<file path="src/rtl/mmio_uart_responder.sv">
// rtl/mmio_uart_responder.sv - memory-mapped LED latch, UART transmitter and cycle counter
module mmio_uart_responder #(
    parameter logic [31:0] IO_BASE      = 32'h0040_0000,
    parameter int          CLKS_PER_BIT = 4
) (
    input  logic        CLK,
    input  logic        RESET,
    input  logic [31:0] address,
    input  logic        read,
    input  logic [31:0] writeData,
    input  logic [3:0]  writeMask,
    output logic [31:0] readData,
    output logic        hit,
    output logic [31:0] LEDS,
    output logic        TXD
);

    localparam int BAUD_W = $clog2(CLKS_PER_BIT);
    localparam logic [BAUD_W-1:0] BAUD_LAST = BAUD_W'(CLKS_PER_BIT - 1);

    typedef enum logic [1:0] {ST_IDLE, ST_START, ST_DATA, ST_STOP} tx_state_t;

    tx_state_t         state_q, state_d;
    logic [BAUD_W-1:0] baud_q, baud_d;
    logic [2:0]        bit_q, bit_d;
    logic [7:0]        shift_q, shift_d;
    logic [31:0]       leds_q, leds_d;
    logic [7:0]        last_byte_q, last_byte_d;
    logic              overflow_q, overflow_d;
    logic [31:0]       cycle_q, cycle_d;
    logic [31:0]       read_data_q, read_data_d;
    logic              hit_q, hit_d;

    logic        sel;
    logic [9:0]  offset;
    logic        busy;
    logic        baud_done;
    logic        uart_wr;
    logic        accept;
    logic        txd;
    logic [31:0] reg_value;

    assign sel       = (address[31:12] == IO_BASE[31:12]);
    assign offset    = address[11:2];
    assign busy      = (state_q != ST_IDLE);
    assign baud_done = (baud_q == BAUD_LAST);
    assign uart_wr   = sel && (offset == 10'd1) && writeMask[0];
    // The transmitter can take a new byte on the very edge that ends the stop bit.
    assign accept    = uart_wr && (!busy || (state_q == ST_STOP && baud_done));

    assign readData = read_data_q;
    assign hit      = hit_q;
    assign LEDS     = leds_q;
    assign TXD      = txd;

    // Register read mux; values are pre-write so a same-cycle read sees the old contents.
    always_comb begin
        reg_value = 32'd0;
        case (offset)
            10'd0:   reg_value = leds_q;
            10'd1:   reg_value = {24'd0, last_byte_q};
            10'd2:   reg_value = {29'd0, overflow_q, !busy, busy};
            10'd3:   reg_value = cycle_q;
            default: reg_value = 32'd0;
        endcase
    end

    // Bus-side register updates: reads, LED byte lanes, last byte, sticky overflow, counter.
    always_comb begin
        read_data_d = read_data_q;
        hit_d       = hit_q;
        leds_d      = leds_q;
        last_byte_d = last_byte_q;
        overflow_d  = overflow_q;
        cycle_d     = cycle_q + 32'd1;
        if (read) begin
            hit_d = sel;
            if (sel) begin
                read_data_d = reg_value;
            end
        end
        if (sel && offset == 10'd0) begin
            for (int i = 0; i < 4; i++) begin
                if (writeMask[i]) begin
                    leds_d[8*i +: 8] = writeData[8*i +: 8];
                end
            end
        end
        if (sel && offset == 10'd2 && writeMask[0] && writeData[2]) begin
            overflow_d = 1'b0;
        end
        if (accept) begin
            last_byte_d = writeData[7:0];
        end else if (uart_wr) begin
            overflow_d = 1'b1;
        end
    end

    // Transmit FSM next state and serial line value.
    always_comb begin
        state_d = state_q;
        baud_d  = baud_done ? '0 : baud_q + 1'b1;
        bit_d   = bit_q;
        shift_d = shift_q;
        txd     = 1'b1;
        case (state_q)
            ST_IDLE: begin
                baud_d = '0;
            end
            ST_START: begin
                txd = 1'b0;
                if (baud_done) begin
                    state_d = ST_DATA;
                end
            end
            ST_DATA: begin
                txd = shift_q[0];
                if (baud_done) begin
                    shift_d = {1'b0, shift_q[7:1]};
                    bit_d   = bit_q + 3'd1;
                    if (bit_q == 3'd7) begin
                        state_d = ST_STOP;
                    end
                end
            end
            ST_STOP: begin
                if (baud_done) begin
                    state_d = ST_IDLE;
                end
            end
            default: state_d = ST_IDLE;
        endcase
        if (accept) begin
            state_d = ST_START;
            shift_d = writeData[7:0];
            bit_d   = 3'd0;
            baud_d  = '0;
        end
    end

    // State registers; reset drops the line to idle immediately and aborts any frame.
    always_ff @(posedge CLK or posedge RESET) begin
        if (RESET) begin
            state_q     <= ST_IDLE;
            baud_q      <= '0;
            bit_q       <= 3'd0;
            shift_q     <= 8'd0;
            leds_q      <= 32'd0;
            last_byte_q <= 8'd0;
            overflow_q  <= 1'b0;
            cycle_q     <= 32'd0;
            read_data_q <= 32'd0;
            hit_q       <= 1'b0;
        end else begin
            state_q     <= state_d;
            baud_q      <= baud_d;
            bit_q       <= bit_d;
            shift_q     <= shift_d;
            leds_q      <= leds_d;
            last_byte_q <= last_byte_d;
            overflow_q  <= overflow_d;
            cycle_q     <= cycle_d;
            read_data_q <= read_data_d;
            hit_q       <= hit_d;
        end
    end

endmodule

</file>
<file path="config.mk">
export PLATFORM = sky130hd
export DESIGN_NAME = mmio_uart_responder
export DESIGN_NICKNAME = d
export VERILOG_FILES = /design/src/rtl/mmio_uart_responder.sv
export SDC_FILE = /design/constraint.sdc
export NUM_CORES = 1
export LEC_CHECK = 0
export CORE_ASPECT_RATIO = 0.75
export CORE_MARGIN = 4
export CORE_UTILIZATION = 51
export CTS_BUF_LIST = sky130_fd_sc_hd__clkbuf_8
export DETAILED_ROUTE_END_ITERATION = 10
export HOLD_SLACK_MARGIN = 0.1
export PLACE_DENSITY = 0.81
export SLEW_MARGIN = 20
export SYNTH_ARGS = -nofsm -noshare
export SYNTH_HDL_FRONTEND = slang
export SYNTH_SLANG_ARGS = --single-unit
</file>
<file path="constraint.sdc">
create_clock -name CLK -period 4.9 [get_ports CLK]
set_clock_uncertainty 0.15 [all_clocks]
set_input_delay 0.735 -clock CLK [delete_from_list [all_inputs] [get_ports CLK]]
set_output_delay 0.735 -clock CLK [all_outputs]
set_load 0.02 [all_outputs]
</file>
* Word-level counts from Yosys, hierarchy flattened *
Index checks and enable logic that the tools add are counted.

storage, ports and cells
  flip-flop bits (word level) = 121
  bits of input ports = 71
  output and inout port bits = 66
  logic and storage cells = 72

cells by class
  $add $sub $neg = 3
  eq/ne operators = 13
  mux-type cells = 20
  reduce and logical (&&, ||, !) cells = 23

operators by type and width
  kind                                                                      count
  32-bit one-hot mux with 4 select lines                                    1
  32-bit by 1-bit adder with 32-bit output (second input constant)          1
  8-bit 2-to-1 mux                                                          3
  10-bit by 2-bit equality test with 1-bit output (second input constant)   2
  20-bit by 11-bit equality test with 1-bit output (second input constant)  1
  2-bit 2-to-1 mux                                                          8
  3-bit inequality test (second input constant)                             4
  2-bit AND reduction                                                       6
  10-bit by 1-bit equality test with 1-bit output (second input constant)   1
  10-bit logical NOT                                                        1
  3-bit 2-to-1 mux                                                          3
  1-bit logical AND                                                         8
  2-bit equality test (second input constant)                               3
  2-bit one-hot mux with 3 select lines                                     1
  2-bit nonzero test                                                        3
  5-bit AND reduction                                                       1
  4-bit nonzero test                                                        1
  3-bit by 1-bit adder with 3-bit output (second input constant)            1
  3-bit equality test (second input constant)                               1
  1-bit 2-to-1 mux                                                          3
  2-bit by 1-bit adder with 2-bit output (second input constant)            1
  2-bit by 1-bit equality test with 1-bit output (second input constant)    1
  2-bit logical NOT                                                         1
  1-bit one-hot mux with 2 select lines                                     1
  other kinds (2)                                                           2

* Longest topological paths before layout *
  depth after elaboration = 7
  depth in mapped cells = 7
  depth with buffers taken out = 6

* Worst setup path after synthesis *
No wires, ideal clock.

  path type = input to register
  start = in address[5]
  end = reg leds_q[0], in the netlist LEDS[0]
  library setup time = 0.125 ns
  arrival time = 2.422 ns
  required time = 4.625 ns
  path slack = 2.203 ns
  stages on the path = 4
  path buffers = 0
  cell sequence = or4_4 > nor4_4 > nand4_4 > mux2_2

on the way
  cells in the longest elaborated chain, start to end = 3

ends and longest elaborated chain
  what                           line  RTL
  start, declared                8     input logic [31:0] address,
  10-bit logical NOT             82    if (sel && offset == 10'd0) begin
  1-bit logical AND              82
  2-bit AND reduction (no line)  n/a
  end signal, assigned           159   leds_q <= leds_d;
  end, declared                  27    logic [31:0] leds_q, leds_d;

Every way passes these cells.
A chain may end at the register's enable or synchronous reset.

* Worst setup path after layout *
  start = in address[7]
  end = reg leds_q[11], in the netlist LEDS[11]

The elaborated chain is that of the path after synthesis.

==> impl_summary.txt <==
----------------------------------------------------
[Synthesis]
  Summed instance area of the synthesized netlist ... 5680 sq um
  Mux contribution to synthesized area ... 0.194
  Async set-or-reset flop fraction in the synthesized netlist ... 1.00
  Combinational family with the most area after synthesis ... multiplexers
  Share of the synthesized netlist area taken by xor and xnor gates ... 0.0478
  Share of the yosys chip area belonging to registers ... 0.533
  Complex-gate fraction of the synthesized area ... 0.0603
  Number of warnings issued by yosys ... 0
  Basic-gate share of the synthesized area counting and, or, nand and nor cells ... 0.121
  Adder-cell area share of the yosys netlist ... 0.0198
  Synth Area per Inst ... 12.6 sq um
  Synthesized netlist net count ... ~530
  Number of instances in the synthesized netlist ... about 450
  Number of enable-type register cells in the synthesized netlist ... 0
  Yosys reg bits ... between 100 and 150
  Synth unique cells ... 42
  Predominant post-synthesis flop cell ... dfrtp_1

[Cells and area]
  Commonest non-fill, non-tap cell in the layout ... clkdlybuf4s50_1
  Layout Area Growth over Synthesis ... 34.1%
  Layout Cells excl Fill ... 741
  Commonest non-fill, non-tap cells in the layout ... clkdlybuf4s50_1 (134), dfrtp_1 (121), mux2_2 (86)
  Nets ... approximately 670
  Ratio of cells with drive above 1 in the final layout ... 0.230
  Final antenna diode count ... 0
  Fraction of the core area covered by cells at the end of the flow ... 0.699

[Global route]
  GR Util All Layers ... 0.220
  Met2 Use GR ... 0.347
  Pin count of the biggest net entering global routing ... 65
  Fraction of met3 tracks used by global routing ... 0.0800
  GR met1 Demand/Resource ... 0.299
  Initial antenna violation count ... 0
  Leftover overflow at the end of global routing ... 0
  Wire length of the first global-routing pass ... 22200 um
  Busiest grt layer ... met2
  Via count of the first global-routing pass ... 4357

[Clock tree]
  Buffer type at the clock tree root ... clkbuf_8
  Number of clock sinks seen by CTS ... between 100 and 150
  Clk_lat worst skew ... around 0.43 ns
  Count of hold-fix buffers inserted at cts ... 0
  TritonCTS clock tree ... done
  PostCTS Resize Cnt ... 0
  Setup bufs post-CTS ... 0
  CTS clk-pin slew, worst paths ... roughly 0.080 ns
  Clock tree buffer depth ... 2
  Number of buffers created by CTS ... 17
  H-tree depth ... 4

[Timing]
  Relative slew slack ... 0.452
  Count of final setup violators ... 0
  Final-layout setup total negative slack ... 0 ns
  Hold Fails Final Rpt ... 0
  Number of slew-limit violations in the final report ... 0
  Final critical-path share of the clock period ... 0.624
  Setup repair after global routing missed its margin ... false
  Worst Tran Pin Value ... around 0.82 ns
  Minimum period implied by the final worst setup slack ... approximately 3.1 ns
  Maximum operating frequency ... between 0.3 and 0.4 GHz

[Floorplan]
  Horizontal die dimension ... ~130 um
  Core region area ... around 11000 sq um
  Initial Util ... 0.521
  Area enclosed by the die boundary ... around 13000 sq um
  Height of the die ... between 90 and 100 um
  Row cnt ... 33
  Ports ... ~140

[Critical path]
  Peak per-stage delay on the critical path ... 0.66 ns
  Largest fanout on the critical path ... 24
  Worst setup SP type ... input port
  WP data arrival ... around 3.2 ns
  Slowest library cell on the worst path ... or4_1
  Critical Path Sink Type ... register
  Register-to-register path setup slack ... approximately 2.5 ns
  Family of cells with the greatest summed delay on the critical path ... simple AND/OR/NAND/NOR gates
  Buffer and inverter count on the worst path ... 2
  Worst setup path category ... in2reg
  Worst Path Required ... between 5 and 6 ns
  Cells along the critical path ... clkdlybuf4s50_1 -> or4_1 -> nor4_4 -> buf_4 -> nand4_4 -> mux2_2

[Run]
  Max-capacitance violation count ... 0

[Hold path]
  Worst min-delay path category ... reg2reg

[Route]
  Total routed wirelength ... ~14000 um
  Mean number of vias per cell ... between 5 and 6
  Vias ... roughly 4000
  Residual antenna-violating net count after detailed routing ... 0
  Average wire per standard cell ... approximately 18 um
  Number of optimization iterations in the first detailed-route pass ... 4
  Post-route DRC violation count ... 0
  Violation count after the first detailed-routing iteration ... about 240

[Power and ir drop]
  Total power density per cell area ... about 270 nW/um^2
  Logic gate share of total power ... 0.046
  Portion of total power attributed to the clock network ... 0.476
  Int Power ... about 1600 uW
  Largest vdd supply drop ... between 0.00015 and 0.0002 V
  Reported leakage power ... about 0.0036 uW
  Sequential Power Share ... 0.479
  Sw frac ... 0.211
  NetSw ... ~440 uW

[Run status]
  Outcome ... finished clean

[Placed design]
  Gp weighted congestion ... ~0.77
  DPL Wire Length ... 9840 um
  Port Buffer Count ... about 130
  Placed instance count ... 709

----------------------------------------------------
[path summary, 6_finish.rpt]
kind / from / to / cells after the start
min in group asynchronous: RESET / bit_q[2] / 2
max in group asynchronous: RESET / readData[25] / 3
max reg2reg: cycle_q[7] / cycle_q[31] / 4
min reg2reg: baud_q[0] / baud_q[0] / 1
max: address[7] / LEDS[11] / 6
min: baud_q[0] / baud_q[0] / 1
[synth_stat cells (4+ instances only)]
cell | count | area share
nand4_4 | 4 | 0.015
ha_1 | 9 | 0.020
nand2_1 | 22 | 0.015
or4_1 | 5 | 0.0066
xor2_1 | 21 | 0.032
nor4_1 | 12 | 0.013
mux2_1 | 5 | 0.0099
a22oi_1 | 5 | 0.0066
mux2_2 | 86 | 0.17
nand4_1 | 5 | 0.0055
dfrtp_1 | 121 | 0.53
nor2_1 | 16 | 0.011
o21ai_0 | 4 | 0.0035
xnor2_1 | 10 | 0.015
clkbuf_1 | 17 | 0.011
nor3_1 | 14 | 0.012
inv_1 | 14 | 0.0092
nand3_1 | 15 | 0.013
a21oi_1 | 4 | 0.0035
a22o_1 | 23 | 0.035
[state kept, by name, indices dropped and copies added (netlist names), 2 cells and up]
name and flops:
LEDS 32, cycle_q 32, readData 32, last_byte_q 8, shift_q 8, bit_q 3, baud_q 2, state_q 2
[power by group through the flow]
stage | Clock (uW) | Sequential, uW | Combinational (uW)
2_1_floorplan | 0 | 1020 | 27.7
3_3_place_gp | 0 | 1020 | 95.0
3_5_place_dp | 0 | 1020 | 97.6
4_1_cts | 1010 | 998 | 98.0
5_1_grt | 1050 | 998 | 105
6_report | 992 | 999 | 95.6
[kinds of logic after synthesis]
logic type,count (synthesis)
muxes,95
xor gates and xnor gates,31
adders and majority gates,9
and+or+nand+nor,115
DFF,121
AOI/OAI and AO/OA,44
buffers and inverters,36
[layout make-up]
cell class | instances | area, sq um
clock buffer | 20 | 275
inverter | 14 | 55.1
clock inverter | 12 | 173
timing repair buffer | 140 | 1390
sequential | 121 | 3030
multi-input combinational | 294 | 2530
tap | 140 | 175
fill | 755 | 3280
[stage by stage]
| stage | setup WS [ns] | cell area (sq um) | power [uW] | hold WS (ns) |
|---|---|---|---|---|
| 4_1_cts | 1.84 | 7620 | 2110 | 0.301 |
| 3_5_place_dp | 1.38 | 7170 | 1120 | 0.291 |
| 2_1_floorplan | 0.801 | 5680 | 1050 | 0.265 |
| 5_1_grt | 1.77 | 7620 | 2160 | 0.312 |
| 6_report | 1.84 | 7620 | 2090 | 0.301 |
| 3_3_place_gp | 1.50 | 7170 | 1110 | 0.276 |
[routing by layer]
layer | share of wire | wire (um)
met1 | 0.46 | 6200
met2 | 0.47 | 6390
met3 | 0.073 | 994
met4 | 0.0026 | 36
met5 | 0 | 0
(Power assumes the default switching activity.)
